## src/rtl/calc_pkg.sv

```systemverilog
// rtl/calc_pkg.sv - shared constants and FSM state type for the calc datapath
// Contents: WIDTH_DEF / DIGITS_DEF default sizes, state_e FSM encoding.
package calc_pkg;

    localparam int WIDTH_DEF  = 32;
    localparam int DIGITS_DEF = 10;

    typedef enum logic [1:0] {
        ST_IDLE  = 2'd0,
        ST_SHIFT = 2'd1,
        ST_DONE  = 2'd2
    } state_e;

endpackage

```

## src/rtl/bcd_digit_adj.sv

```systemverilog
// rtl/bcd_digit_adj.sv - double-dabble digit pre-shift adjust (+3 when >= 5)
// Ports: digit_i [3:0] BCD digit before the shift, digit_o [3:0] adjusted digit.
module bcd_digit_adj (
    input  logic [3:0] digit_i,
    output logic [3:0] digit_o
);

    assign digit_o = (digit_i >= 4'd5) ? (digit_i + 4'd3) : digit_i;

endmodule

```

## src/rtl/bin2bcd_seq.sv

```systemverilog
// rtl/bin2bcd_seq.sv - sequential shift-add-3 binary to BCD converter
// Ports: clk, rst_n (async active-low); in_valid/in_ready/bin input handshake;
//        out_valid/out_ready output handshake with bcd (packed, units in [3:0])
//        and ndigits (count of significant digits, 1 for zero).
module bin2bcd_seq
    import calc_pkg::*;
#(
    parameter  int WIDTH  = WIDTH_DEF,
    parameter  int DIGITS = DIGITS_DEF,
    localparam int CW     = $clog2(WIDTH + 1),
    localparam int NW     = $clog2(DIGITS + 1)
) (
    input  logic                  clk,
    input  logic                  rst_n,
    input  logic                  in_valid,
    output logic                  in_ready,
    input  logic [WIDTH-1:0]      bin,
    output logic                  out_valid,
    input  logic                  out_ready,
    output logic [4*DIGITS-1:0]   bcd,
    output logic [NW-1:0]         ndigits
);

    state_e                      state_q, state_d;
    logic                        alive_q;
    logic [WIDTH-1:0]            sr_q, sr_d;
    logic [4*DIGITS-1:0]         bcd_q, bcd_d;
    logic [CW-1:0]               cnt_q, cnt_d;
    logic [4*DIGITS-1:0]         bcd_adj;
    logic [4*DIGITS+WIDTH-1:0]   shifted;

    // alive_q keeps in_ready low while reset is held and for the release
    // edge itself, so acceptance can never race the reset deassertion.
    always_ff @(posedge clk or negedge rst_n) begin
        if (!rst_n) begin
            alive_q <= 1'b0;
        end else begin
            alive_q <= 1'b1;
        end
    end

    // State register
    always_ff @(posedge clk or negedge rst_n) begin
        if (!rst_n) begin
            state_q <= ST_IDLE;
        end else begin
            state_q <= state_d;
        end
    end

    // Next-state logic
    always_comb begin
        state_d = state_q;
        case (state_q)
            ST_IDLE:  if (alive_q && in_valid)  state_d = ST_SHIFT;
            ST_SHIFT: if (cnt_q == CW'(1))      state_d = ST_DONE;
            ST_DONE:  if (out_ready)            state_d = ST_IDLE;
            default:                            state_d = ST_IDLE;
        endcase
    end

    // Handshake outputs
    always_comb begin
        in_ready  = (state_q == ST_IDLE) && alive_q;
        out_valid = (state_q == ST_DONE);
    end

    genvar g;
    generate
        for (g = 0; g < DIGITS; g++) begin : g_adj
            bcd_digit_adj u_adj (
                .digit_i (bcd_q[4*g +: 4]),
                .digit_o (bcd_adj[4*g +: 4])
            );
        end
    endgenerate

    assign shifted = {bcd_adj, sr_q} << 1;

    always_comb begin
        sr_d  = sr_q;
        bcd_d = bcd_q;
        cnt_d = cnt_q;
        if (state_q == ST_IDLE && alive_q && in_valid) begin
            sr_d  = bin;
            bcd_d = '0;
            cnt_d = CW'(WIDTH);
        end else if (state_q == ST_SHIFT) begin
            {bcd_d, sr_d} = shifted;
            cnt_d         = cnt_q - CW'(1);
        end
    end

    always_ff @(posedge clk or negedge rst_n) begin
        if (!rst_n) begin
            sr_q  <= '0;
            bcd_q <= '0;
            cnt_q <= '0;
        end else begin
            sr_q  <= sr_d;
            bcd_q <= bcd_d;
            cnt_q <= cnt_d;
        end
    end

    assign bcd = bcd_q;

    // Highest nonzero digit wins; a zero register reads as one digit.
    always_comb begin
        ndigits = NW'(1);
        for (int i = 0; i < DIGITS; i++) begin
            if (bcd_q[4*i +: 4] != 4'd0) ndigits = NW'(i + 1);
        end
    end

endmodule

```

## config.mk

```make
export PLATFORM = sky130hd
export DESIGN_NAME = bin2bcd_seq
export DESIGN_NICKNAME = d
export VERILOG_FILES = /design/src/rtl/calc_pkg.sv /design/src/rtl/bcd_digit_adj.sv /design/src/rtl/bin2bcd_seq.sv
export SDC_FILE = /design/constraint.sdc
export NUM_CORES = 1
export LEC_CHECK = 0
export ABC_AREA = 0
export BUFFER_PORTS_ARGS = -buffer_cell sky130_fd_sc_hd__buf_4
export CAP_MARGIN = 20
export CORE_MARGIN = 3
export CORE_UTILIZATION = 35
export CTS_BUF_LIST = sky130_fd_sc_hd__clkbuf_4
export CTS_CLUSTER_SIZE = 14
export DETAILED_ROUTE_END_ITERATION = 10
export PLACE_DENSITY = 0.6
export SYNTH_ARGS = -nofsm -noshare
export SYNTH_HDL_FRONTEND = slang
export SYNTH_SLANG_ARGS = --single-unit
```

## constraint.sdc

```tcl
create_clock -name clk -period 2.63 [get_ports clk]
set_input_delay 0.789 -clock clk [delete_from_list [all_inputs] [get_ports clk]]
set_output_delay 0.789 -clock clk [all_outputs]
set_load 0.01 [all_outputs]
```

# After elaboration in Yosys (flattened, before gate mapping)
# Index checks and enable logic that the tools add are counted.
# Widths: inputs -> output; s select.
[totals] ff_bits=81 inputBits=36 output_inout_bits=46
[op_classes] eq_ne=6 n_lt_le_gt_ge=10 n_reduce_logical=15 add_sub_neg=11 mux=29
[ops] operator="$mux 40" n=2
[ops] operator="$mux 32" n=2
[ops] operator="$mux 4" n=13
[ops] operator="$ge 4x3->1 const B" n=10
[ops] operator="$add 4x2->4 const B" n=9
[ops] operator="$reduce_bool 4->1" n=9
[ops] operator="$mux 3" n=4
[ops] operator="$mux 6" n=2
[ops] operator="$mux 2" n=5
[ops] operator="$eq 6x1->1 const B" n=1
[ops] operator="$pmux 2 s3" n=1
[ops] operator="$sub 6x1->6 const B" n=1
[ops] operator="$ne 2x2->1 const B" n=2
[ops] operator="$add 3x2->3 const B" n=1
[ops] operator="$logic_and 1x1->1" n=3
[ops] operator="$reduce_and 3->1" n=1
[ops] operator="$eq 2x1->1 const B" n=1
[ops] operator="$eq 2x2->1 const B" n=1
[ops] operator="$logic_not 2->1" n=1
[ops] operator="$ne 2x1->1 const B" n=1
[ops] operator="$reduce_bool 2->1" n=1

# Longest topological paths before layout
# Gate-level depths: netlist of run 1.
[logic_depth] ltp_word=10 ltp_mapped=6 ltp_nobuf=6

# Cells and area by module
# A second synthesis of run 1 with hierarchy kept.
[hier_totals] cells_unflattened=536 hier_area_um2=4485.6
[modules_own_cells] mod="bin2bcd_seq" cells_per_inst=376 area_each_um2=3472.1 n_inst=1
[modules_own_cells] mod="bcd_digit_adj" cells_per_inst=16 area_each_um2=101.3 n_inst=10

# Least setup slack after synthesis of run 1
# Ideal clock, no wire load.
[synth_timing] kind="register to output" from="register bcd_q[16] (netlist: bcd[16])" to="output port ndigits[1]" arrival_ns=1.669 path_stages_with_launch=7 n_path_buf=0 required_ns=1.841 path_slack_ns=0.172 path_cell_list="dfrtp_1 inv_1 ha_1 or3b_2 nor2_1 a21oi_1 o21ai_0"
[synth_via] elab_chain_cells=7
[synth_rtl] element="from (decl)" line="bin2bcd_seq.sv:27" text="logic [4*DIGITS-1:0] bcd_q, bcd_d;"
[synth_rtl] element="from (signal assigned)" line="bin2bcd_seq.sv:97" text="bcd_q <= '0;"
[synth_rtl] element="from (signal assigned)" line="bin2bcd_seq.sv:101" text="bcd_q <= bcd_d;"
[synth_rtl] element="$reduce_bool 4->1" line="bin2bcd_seq.sv:112" text="if (bcd_q[4*i +: 4] != 4'd0) ndigits = NW'(i + 1);"
[synth_rtl] element="$mux 3 (2 in a row)" line="bin2bcd_seq.sv:112"
[synth_rtl] element="$mux 4 (4 in a row)" line="bin2bcd_seq.sv:112"
[synth_rtl] element="to (decl)" line="bin2bcd_seq.sv:21" text="output logic [NW-1:0] ndigits"
# Every way passes these cells.

# Final worst setup path of run 1
[layout_timing] from="register bcd_q[4] (netlist: bcd[4])" to="output port ndigits[0]"
[layout_via] elab_chain_cells=10
[layout_rtl] element="$reduce_bool 4->1" line="bin2bcd_seq.sv:112"
[layout_rtl] element="$mux 2 (2 in a row)" line="bin2bcd_seq.sv:112"
[layout_rtl] element="$mux 3 (3 in a row)" line="bin2bcd_seq.sv:112"
[layout_rtl] element="$mux 4 (4 in a row)" line="bin2bcd_seq.sv:112"
# Every way passes these cells.

==> impl_metrics.ini, run 1 <==
[outcome]
status = complete, but fails checks
violations = setup timing

[power_and_ir_drop]
power.internal_mw = 4.08
pwr-share-seq_pct = 33.0
static-leakage-power_nw = 2.59
switching_power_mw = 2.92
pwr_density_cell_nw_per_um2 = 1260
ir_drop_uv = 455
p_comb_share_pct = 56.5
clkPwrFrac_pct = 10.5
p_sw_share_pct = 41.7

[timing]
slew_violations = 0
fmax_ghz = 0.359
fin_ws_ps = -154
skew_ps = 17.9
period_share_pct = 106
hold_ws_ps = 323
finalCriticalPeriod_ps = 2780
tightest_slew_ps = 565
maxSlewHeadroom_pct = 62.3
hold_viol = 0
rsz0062_at_grt = true
setup_viol = 2

[clocking]
cts_buffers = 9
clkSlewWorstSetupHoldPaths_ps = 130
clockBufferDepth = 2
cts_root_buffer = clkbuf_4
htree_levels = 3
worstSkewPairLatency_ps = 440
cts_hold_buf = 0
cts_tree = built
clock-sinks = 81

[global_routing]
grt_pass1_vias = 3623
met1_usage_pct = 21.2
antenna_found_initial = 0
grt_max_degree = 71
gr-total-overflow = 0
busiest_layer = met2
grt_pass1_wl_mm = 17.6
use_met2_pct = 27.3
track_usage_pct = 16.5
grtUsageMet3_pct = 4.96

[setup_path]
r2r-end = bcd[15]
path_max_fanout = 2
end_kind = output port
r2r_slack_ps = 620
r2r-start = state_q[0]
crit_path_top_delay_cell = dfrtp_1
cp-start-kind = flop
worstPathArrival_ps = 2000
path_class = flop to output port
required_ps = 1840
critical_path.cell_chain = inv_2 > ha_4 > or3b_4 > a21oi_2 > o21ai_1 > a31oi_1 > buf_4
slowest_delay_ps = 430
ff2ff_path_depth = 4

[synthesis]
yosysSeqAreaShare_pct = 47.8
synth_edf_count = 0
yosys.area.top_type = dfrtp_1
syn_area_um2 = 4240
ys.flop_type = dfrtp_1
synth.most_common_cell = nand2_1
postSynthCellCount = 444
synth_nets = 502
netlist.area_leader.share_pct = 47.8
yosysUniqueCellTypes = 34
ys_async_sr_fraction_pct = 100
yosys_warnings = 0
yosys_register_bits = 81
syn_avg_cell_area_um2 = 9.54
synth.area.top_cells = dfrtp_1 48%, nand2_1 8.8%, ha_1 6.5%
netlist_top_cells_count = 99 x nand2_1, 81 x dfrtp_1, 31 x a22oi_1

[die]
die_area_um2 = 13500
die_w_um = 116
die_h_um = 116
rows = 39
floorplan.initialDensity_pct = 36.5
ioPinCount = 82
fp.coreArea_um2 = 11600

[final_layout]
drive_gt1_share_pct = 32.8
finalNetCount = 611
postLayoutCellArea_um2 = 5570
final_core_util_pct = 48.0
diodes = 0
area_delta_synth_final_pct = 31.5

[drt]
drcViolationCount = 0
viasPerCell = 5.22
drt-total-wl_mm = 10.9
wire_per_inst_um = 15.5
postRouteAntennaNets = 0
dr.pass1.iters = 5
drtIter0Drc = 231
via_count = 3657

[placement]
placed_area_um2 = 5080
io_buffers = 81
dp_hpwl_mm = 7.06
gp_congestion = 0.830

[flow_run]
maxCapViolations = 0

[worst_hold_path]
hold_class = input port to asynchronous set/reset pin
==> per-stage QoR <==
| stage | TNS [ps] | cells | power [mW] | worst slack [ps] |
|---|---|---|---|---|
| 3_5_place_dp | 0 | 658 | 5.78 | 110 |
| 3_3_place_gp | 0 | 658 | 5.64 | 167 |
| 5_1_grt | -521 | 701 | 7.61 | -222 |
| 6_report | -223 | 701 | 7.00 | -154 |
| 2_1_floorplan | 0 | 444 | 4.55 | 172 |
| 4_1_cts | -248 | 693 | 6.91 | -147 |
==> layer usage <==
metal	wire, µm	vias up	part of all wire, %
met2	5260	95	48
met3	635	8	5.8
met5	0	-	0
met1	4870	1773	45
met4	99	0	0.91
li1	-	1781	-
==> cells by family (layout without fill, tap and decap cells) <==
family / Yosys count / after routing / synth area share [%]
other: 1 / 1 / 0.0885
AND/OR/NAND/NOR: 147 / 147 / 15.9
adder cells (fa/ha/maj): 22 / 22 / 6.50
buffers and inverters: 48 / 162 / 4.67
XOR/XNOR: 15 / 15 / 3.10
flip-flops: 81 / 81 / 47.8
multiplexers: 10 / 10 / 2.63
AO/OA/AOI/OAI: 120 / 120 / 19.3
==> repair_timing <==
item	in CTS	in global routing
resized for setup	37	8
pin swaps	7	2
hold endpoints to repair	0	0
endpoints found under the setup margin	4	3
setup buffers	19	8
==> power by group through the flow <==
stage / registers (mW) / clock network [mW] / logic [mW]
after global routing: 2.39 / 0.818 / 4.40
final: 2.31 / 0.734 / 3.95
after global placement: 2.30 / 0 / 3.34
after detailed placement: 2.33 / 0 / 3.45
after CTS: 2.30 / 0.768 / 3.85
after floorplan: 2.34 / 0 / 2.21
==> area by class of cell <==
| cell class | count | area (µm²) |
|---|---|---|
| Clock inverter | 6 | 58.8 |
| Clock buffer | 10 | 75.1 |
| Tap cell | 143 | 179 |
| Sequential cell | 81 | 2030 |
| Fill cell | 1107 | 6040 |
| Multi-Input combinational cell | 315 | 2190 |
| Inverter | 23 | 86.3 |
| Timing Repair Buffer | 123 | 952 |
==> layout by cell type (no fill, tap or decap), drive strengths merged, types with 3 or more instances in the layout <==
| cell | instances |
|---|---|
| o31ai | 13 |
| or3b | 3 |
| o21ai | 13 |
| nor2 | 9 |
| mux2 | 9 |
| ha | 22 |
| nand3 | 4 |
| nand2b | 13 |
| buf | 123 |
| dfrtp | 81 |
| inv | 23 |
| clkbuf | 10 |
| o32ai | 3 |
| clkinv | 3 |
| xor2 | 3 |
| a21oi | 18 |
| o22ai | 26 |
| xnor2 | 12 |
| a32o | 10 |
| nor3b | 13 |
| a22oi | 31 |
| nand2 | 99 |
==> worst max-delay path by stage <==
stage | slack, ps | from | to | depth (start not counted)
finish | -150 | bcd[4] | ndigits[0] | 7
global placement | 170 | bcd[17] | ndigits[1] | 7
global route | -220 | bcd[4] | ndigits[0] | 7
detailed placement | 110 | bcd[13] | ndigits[0] | 7
floorplan | 170 | bcd[16] | ndigits[1] | 6
CTS | -150 | bcd[13] | ndigits[0] | 7
==> critical path: cells and delay by family, from the launching register on <==
family | cells | cell delay, ps
flip-flops | 1 | 430
adder cells (fa/ha/maj) | 1 | 130
AND/OR/NAND/NOR | 1 | 370
buffers and inverters | 2 | 230
AO/OA/AOI/OAI | 3 | 380
==> flip-flops by register name (all words and copies together) (netlist names) <==
register,count
state_q,2
cnt_q,6
bcd,40
alive_q,1
sr_q,32
No activity file was read; power rests on OpenSTA's default activity.
==> run 2: changes to the inputs <==
Settings changed: CELL_PAD_IN_SITES_DETAIL_PLACEMENT from default to 0, CELL_PAD_IN_SITES_GLOBAL_PLACEMENT from default to 1, PLACE_DENSITY 0.6 to 0.73.
==> run 2 against run 1 <==
Net effect:
- the flow still finishes with violations (setup timing)
- first-iteration DRC count fell by 15%
- sequential power barely moved
- sequential cell count is the same
- critical path depth unchanged
- setup slack improved by 50 ps
- wire length decreased by 2.3%
- via count shrank 0.85%
- worst hold slack gained 37 ps
- global-route usage is 0.37 points lower
- highest routed layer unchanged
==> impl_metrics.ini, run 2 (synthesis gave the netlist of run 1 again) <==
[setup_path]
crit_path_top_delay_cell = dfrtp_1
path_max_fanout = 2
slowest_delay_ps = 420
r2r_slack_ps = 650
ff2ff_path_depth = 8
end_kind = output port
path_class = flop to output port
worstPathArrival_ps = 1940
crit_family = flip-flops
required_ps = 1840
path_buf_inv = 2
r2r-end = bcd[18]
critical_path.cell_chain = inv_2 > ha_4 > or3b_4 > a21oi_2 > o21ai_1 > a31oi_1 > buf_4
r2r-start = bcd[16]
cp-start-kind = flop

[die]
floorplan.initialDensity_pct = 36.5
ioPinCount = 82
rows = 39
fp.coreArea_um2 = 11600
die_h_um = 116
die_w_um = 116
die_area_um2 = 13500

[placement]
io_buffers = 81
gp_congestion = 0.821
dp_hpwl_mm = 6.72

[clocking]
cts_root_buffer = clkbuf_4
cts_hold_buf = 0
clock-sinks = 81
htree_levels = 3
clkSlewWorstSetupHoldPaths_ps = 140
clockBufferDepth = 2
cts_tree = built
cts_buffers = 9
worstSkewPairLatency_ps = 430

[global_routing]
grt_pass1_vias = 3623
grt_max_degree = 71
antenna_found_initial = 0
track_usage_pct = 16.2
gr-total-overflow = 0
grt_pass1_wl_mm = 17.6

[final_layout]
area_delta_synth_final_pct = 33.9
final_core_util_pct = 48.9
drive_gt1_share_pct = 33.2
layout_commonest_cell = buf_4
multi_input_area_um2 = 2220
fillCellCount = 1134
regArea_um2 = 2030
largest_reg_flops = 40
diodes = 0
final_cell_mix = 122 x buf_4, 99 x nand2_1, 81 x dfrtp_1, 31 x a22oi_1, 26 x o22ai_1
finalNetCount = 613

[flow_run]
maxCapViolations = 0

[power_and_ir_drop]
pwr-share-seq_pct = 31.5
switching_power_mw = 2.94
p_comb_share_pct = 55.6
pwr_density_cell_nw_per_um2 = 1280
static-leakage-power_nw = 2.64
clkPwrFrac_pct = 12.9
power.internal_mw = 4.34
p_sw_share_pct = 40.4
ir_drop_uv = 422
finalPower_mw = 7.28

[timing]
hold_viol = 0
finalCriticalPeriod_ps = 2730
period_share_pct = 104
fin_ws_ps = -104
setup_viol = 2
fmax_ghz = 0.366
maxSlewHeadroom_pct = 57.8
tightest_slew_ps = 634
slew_violations = 0
rsz0062_at_grt = true
skew_ps = 17.8

[drt]
postRouteAntennaNets = 0
wire_per_inst_um = 15.1
dr.pass1.iters = 4
drtIter0Drc = 196
drcViolationCount = 0
via_count = 3626
viasPerCell = 5.16
drt-total-wl_mm = 10.6

[outcome]
status = complete, but fails checks
violations = setup timing

[worst_hold_path]
hold_class = input port to asynchronous set/reset pin
run 2: cell count changes in the layout (fill, tap and decap cells not counted), sizes merged:
| cell | change |
|---|---|
| clkinvlp | -2 |
| clkinv | -1 |
| inv | +2 |
| buf | +2 |
| bufinv | +2 |
| clkbuf | -1 |
run 2: how the worst max path moves through the flow:
| stage | depth (start not counted) | to | start | slack (ps) |
|---|---|---|---|---|
| 2_1_floorplan | 6 | ndigits[1] | bcd[16] | 170 |
| 3_3_place_gp | 7 | ndigits[1] | bcd[17] | 160 |
| 3_5_place_dp | 7 | ndigits[1] | bcd[17] | 90 |
| 4_1_cts | 7 | ndigits[0] | bcd[12] | -90 |
| 5_1_grt | 7 | ndigits[0] | bcd[13] | -240 |
| 6_report | 7 | ndigits[0] | bcd[13] | -100 |
run 2: metrics by stage:
stage          setup TNS, ps  std cells  hold WS (ps)  setup WS [ps]  instance area, µm²
3_3_place_gp               0        657           458            155                5080
4_1_cts                 -192        695           373          -91.6                5550
2_1_floorplan              0        444           446            172                4240
3_5_place_dp               0        657           463           93.2                5080
6_report                -172        703           360           -104                5670
5_1_grt                 -503        703           378           -236                5670
run 2: repair_timing:
item,4_1_cts,5_1_grt
pin swaps,4,2
endpoints found under the hold margin,0,0
resized for setup,34,14
gates cloned,0,0
endpoints found under the setup margin,4,3
buffers inserted,22,8
run 2: layout make-up:
cell class | count | share of cell area, %
multi-input cells | 315 | 39.2
flip-flops and latches | 81 | 35.7
repair buffers | 125 | 17.2
well taps | 143 | 3.15
clock inverters | 7 | 2.05
inverters | 23 | 1.52
clock buffers | 9 | 1.19
run 2: power by group through the flow:
stage / combinational [mW] / sequential [mW] / clock (mW)
after floorplan: 2.21 / 2.34 / 0
after global placement: 3.38 / 2.29 / 0
after detailed placement: 3.47 / 2.31 / 0
after CTS: 3.90 / 2.27 / 0.973
after global routing: 4.52 / 2.38 / 1.04
final: 4.05 / 2.29 / 0.938
run 2: per-layer routing:
layer,part of all wire (%),up-vias,GRT usage [%]
li1,-,1791,-
met1,47,1733,21.4
met2,46,92,26.0
met3,6.2,10,4.49
met4,1.0,0,4.80
met5,0,-,0
==> run 3: changes to the inputs <==
Settings changed: CAP_MARGIN 20 to 30, PLACE_DENSITY 0.73 to 0.76.
Clock period 2.63 ns to 2.36 ns, I/O delays scaled along.
==> run 3 against run 2 <==
Net effect:
- the flow still finishes with violations (setup timing)
- global-route usage grew 0.44 points
- register-to-register slack lost 120 ps
- sequential power rose by 10%
- setup slack lost 190 ps
- largest cell class unchanged
==> impl_metrics.ini, run 3 (synthesis gave the netlist of run 1 again) <==
[power_and_ir_drop]
clkPwrFrac_pct = 11.3
switching_power_mw = 3.28
p_sw_share_pct = 40.7
finalPower_mw = 8.05
p_comb_share_pct = 57.3
pwr_density_cell_nw_per_um2 = 1400
static-leakage-power_nw = 2.68
pwr-share-seq_pct = 31.4
ir_drop_uv = 533
power.internal_mw = 4.78

[clocking]
cts_tree = built
clock-sinks = 81
cts_hold_buf = 0
clockBufferDepth = 2
cts_buffers = 9
htree_levels = 3
clkSlewWorstSetupHoldPaths_ps = 130
cts_root_buffer = clkbuf_4
worstSkewPairLatency_ps = 430

[final_layout]
final_cell_mix = 135 x buf_4, 99 x nand2_1, 81 x dfrtp_1, 31 x a22oi_1, 26 x o22ai_1
postLayoutCellArea_um2 = 5730
layout_commonest_cell = buf_4
diodes = 0
area_delta_synth_final_pct = 35.3
finalNetCount = 628
final_core_util_pct = 49.3
drive_gt1_share_pct = 34.8
instances_no_fill = 718
largest_reg_flops = 40

[timing]
fmax_ghz = 0.377
finalCriticalPeriod_ps = 2650
rsz0062_at_grt = true
period_share_pct = 112
slew_violations = 0
setup_viol = 3
hold_viol = 0
tightest_slew_ps = 603
skew_ps = 11.4
maxSlewHeadroom_pct = 59.8
fin_ws_ps = -291

[global_routing]
grt_pass1_vias = 3858
grt_max_degree = 54
antenna_found_initial = 0
busiest_layer = met2
track_usage_pct = 16.6
met1_usage_pct = 21.3
grt_pass1_wl_mm = 18.0
gr-total-overflow = 0
grtUsageMet3_pct = 4.44
use_met2_pct = 27.8

[placement]
io_buffers = 81
gp_congestion = 0.812
dp_hpwl_mm = 7.28
placed_area_um2 = 5250
pre_cts_ws_ps = 22.9
dp_cells = 684

[setup_path]
path_max_fanout = 3
worstPathArrival_ps = 1940
end_kind = output port
r2r_slack_ps = 530
r2r-end = bcd[14]
r2r-start = bcd[12]
cp-start-kind = flop
ff2ff_path_depth = 7
path_class = flop to output port
required_ps = 1650

[die]
die_area_um2 = 13500
fp.coreArea_um2 = 11600
die_h_um = 116
floorplan.initialDensity_pct = 36.5
die_w_um = 116
rows = 39
ioPinCount = 82

[drt]
dr.pass1.iters = 5
drtIter0Drc = 188
postRouteAntennaNets = 0
drt-total-wl_mm = 10.6
drcViolationCount = 0
viasPerCell = 5.20
wire_per_inst_um = 14.8
via_count = 3732

[outcome]
status = complete, but fails checks
violations = setup timing

[flow_run]
maxCapViolations = 0

[worst_hold_path]
hold_class = input port to asynchronous set/reset pin
[run 3: cell count changes in the layout (fill, tap and decap cells not counted), sizes merged]
cell      before  now
buf          125  140
bufinv         3    2
inv           25   23
clkinv         2    4
clkinvlp       0    1
[run 3: area by class of cell]
| type | count | area (µm²) |
|---|---|---|
| timing repair buffer | 140 | 1070 |
| fill | 1116 | 5880 |
| tap | 143 | 179 |
| inverter | 23 | 86.3 |
| clock inverter | 7 | 85.1 |
| multi-input combinational | 315 | 2220 |
| clock buffer | 9 | 67.6 |
| sequential | 81 | 2030 |
[run 3: routing by layer]
metal / share of wire (%) / up-vias
li1: - / 1826
met1: 45 / 1811
met2: 48 / 82
met5: 0 / -
met3: 5.6 / 13
met4: 1.6 / 0
[run 3: worst max path at each step]
stage	from	end	slack [ps]	cells after the start
finish	bcd[17]	ndigits[1]	-290	7
global placement	bcd[4]	ndigits[0]	40	7
CTS	bcd[13]	ndigits[1]	-330	7
floorplan	bcd[4]	ndigits[0]	0.8	6
global route	bcd[13]	ndigits[0]	-440	7
detailed placement	bcd[13]	ndigits[0]	20	7
[run 3: per-stage QoR]
step,TNS (ps),hold slack [ps]
finish,-811,270
global route,-1220,265
CTS,-917,254
detailed placement,0,462
global placement,0,459
floorplan,0,412
[run 3: critical path: stages (launching register included)]
cell and delay [ps]:
dfrtp_1 410, inv_2 90, ha_4 130, or3b_4 390, nor2_4 140, a21oi_2 60, o21ai_1 140, buf_4 150
[run 3: timing repair]
item / 4_1_cts / 5_1_grt
setup buffers: 12 / 6
setup endpoints to repair: 4 / 4
resized for setup: 34 / 15
pin swaps: 8 / 4
[run 3: power groups by stage]
stage                     logic, mW  registers, mW  clock network (mW)
after floorplan                2.47           2.61                   0
after global placement         4.04           2.49                   0
after detailed placement       4.15           2.52                   0
after CTS                      4.46           2.51               0.958
after global routing           5.17           2.62                1.01
final                          4.61           2.53               0.910
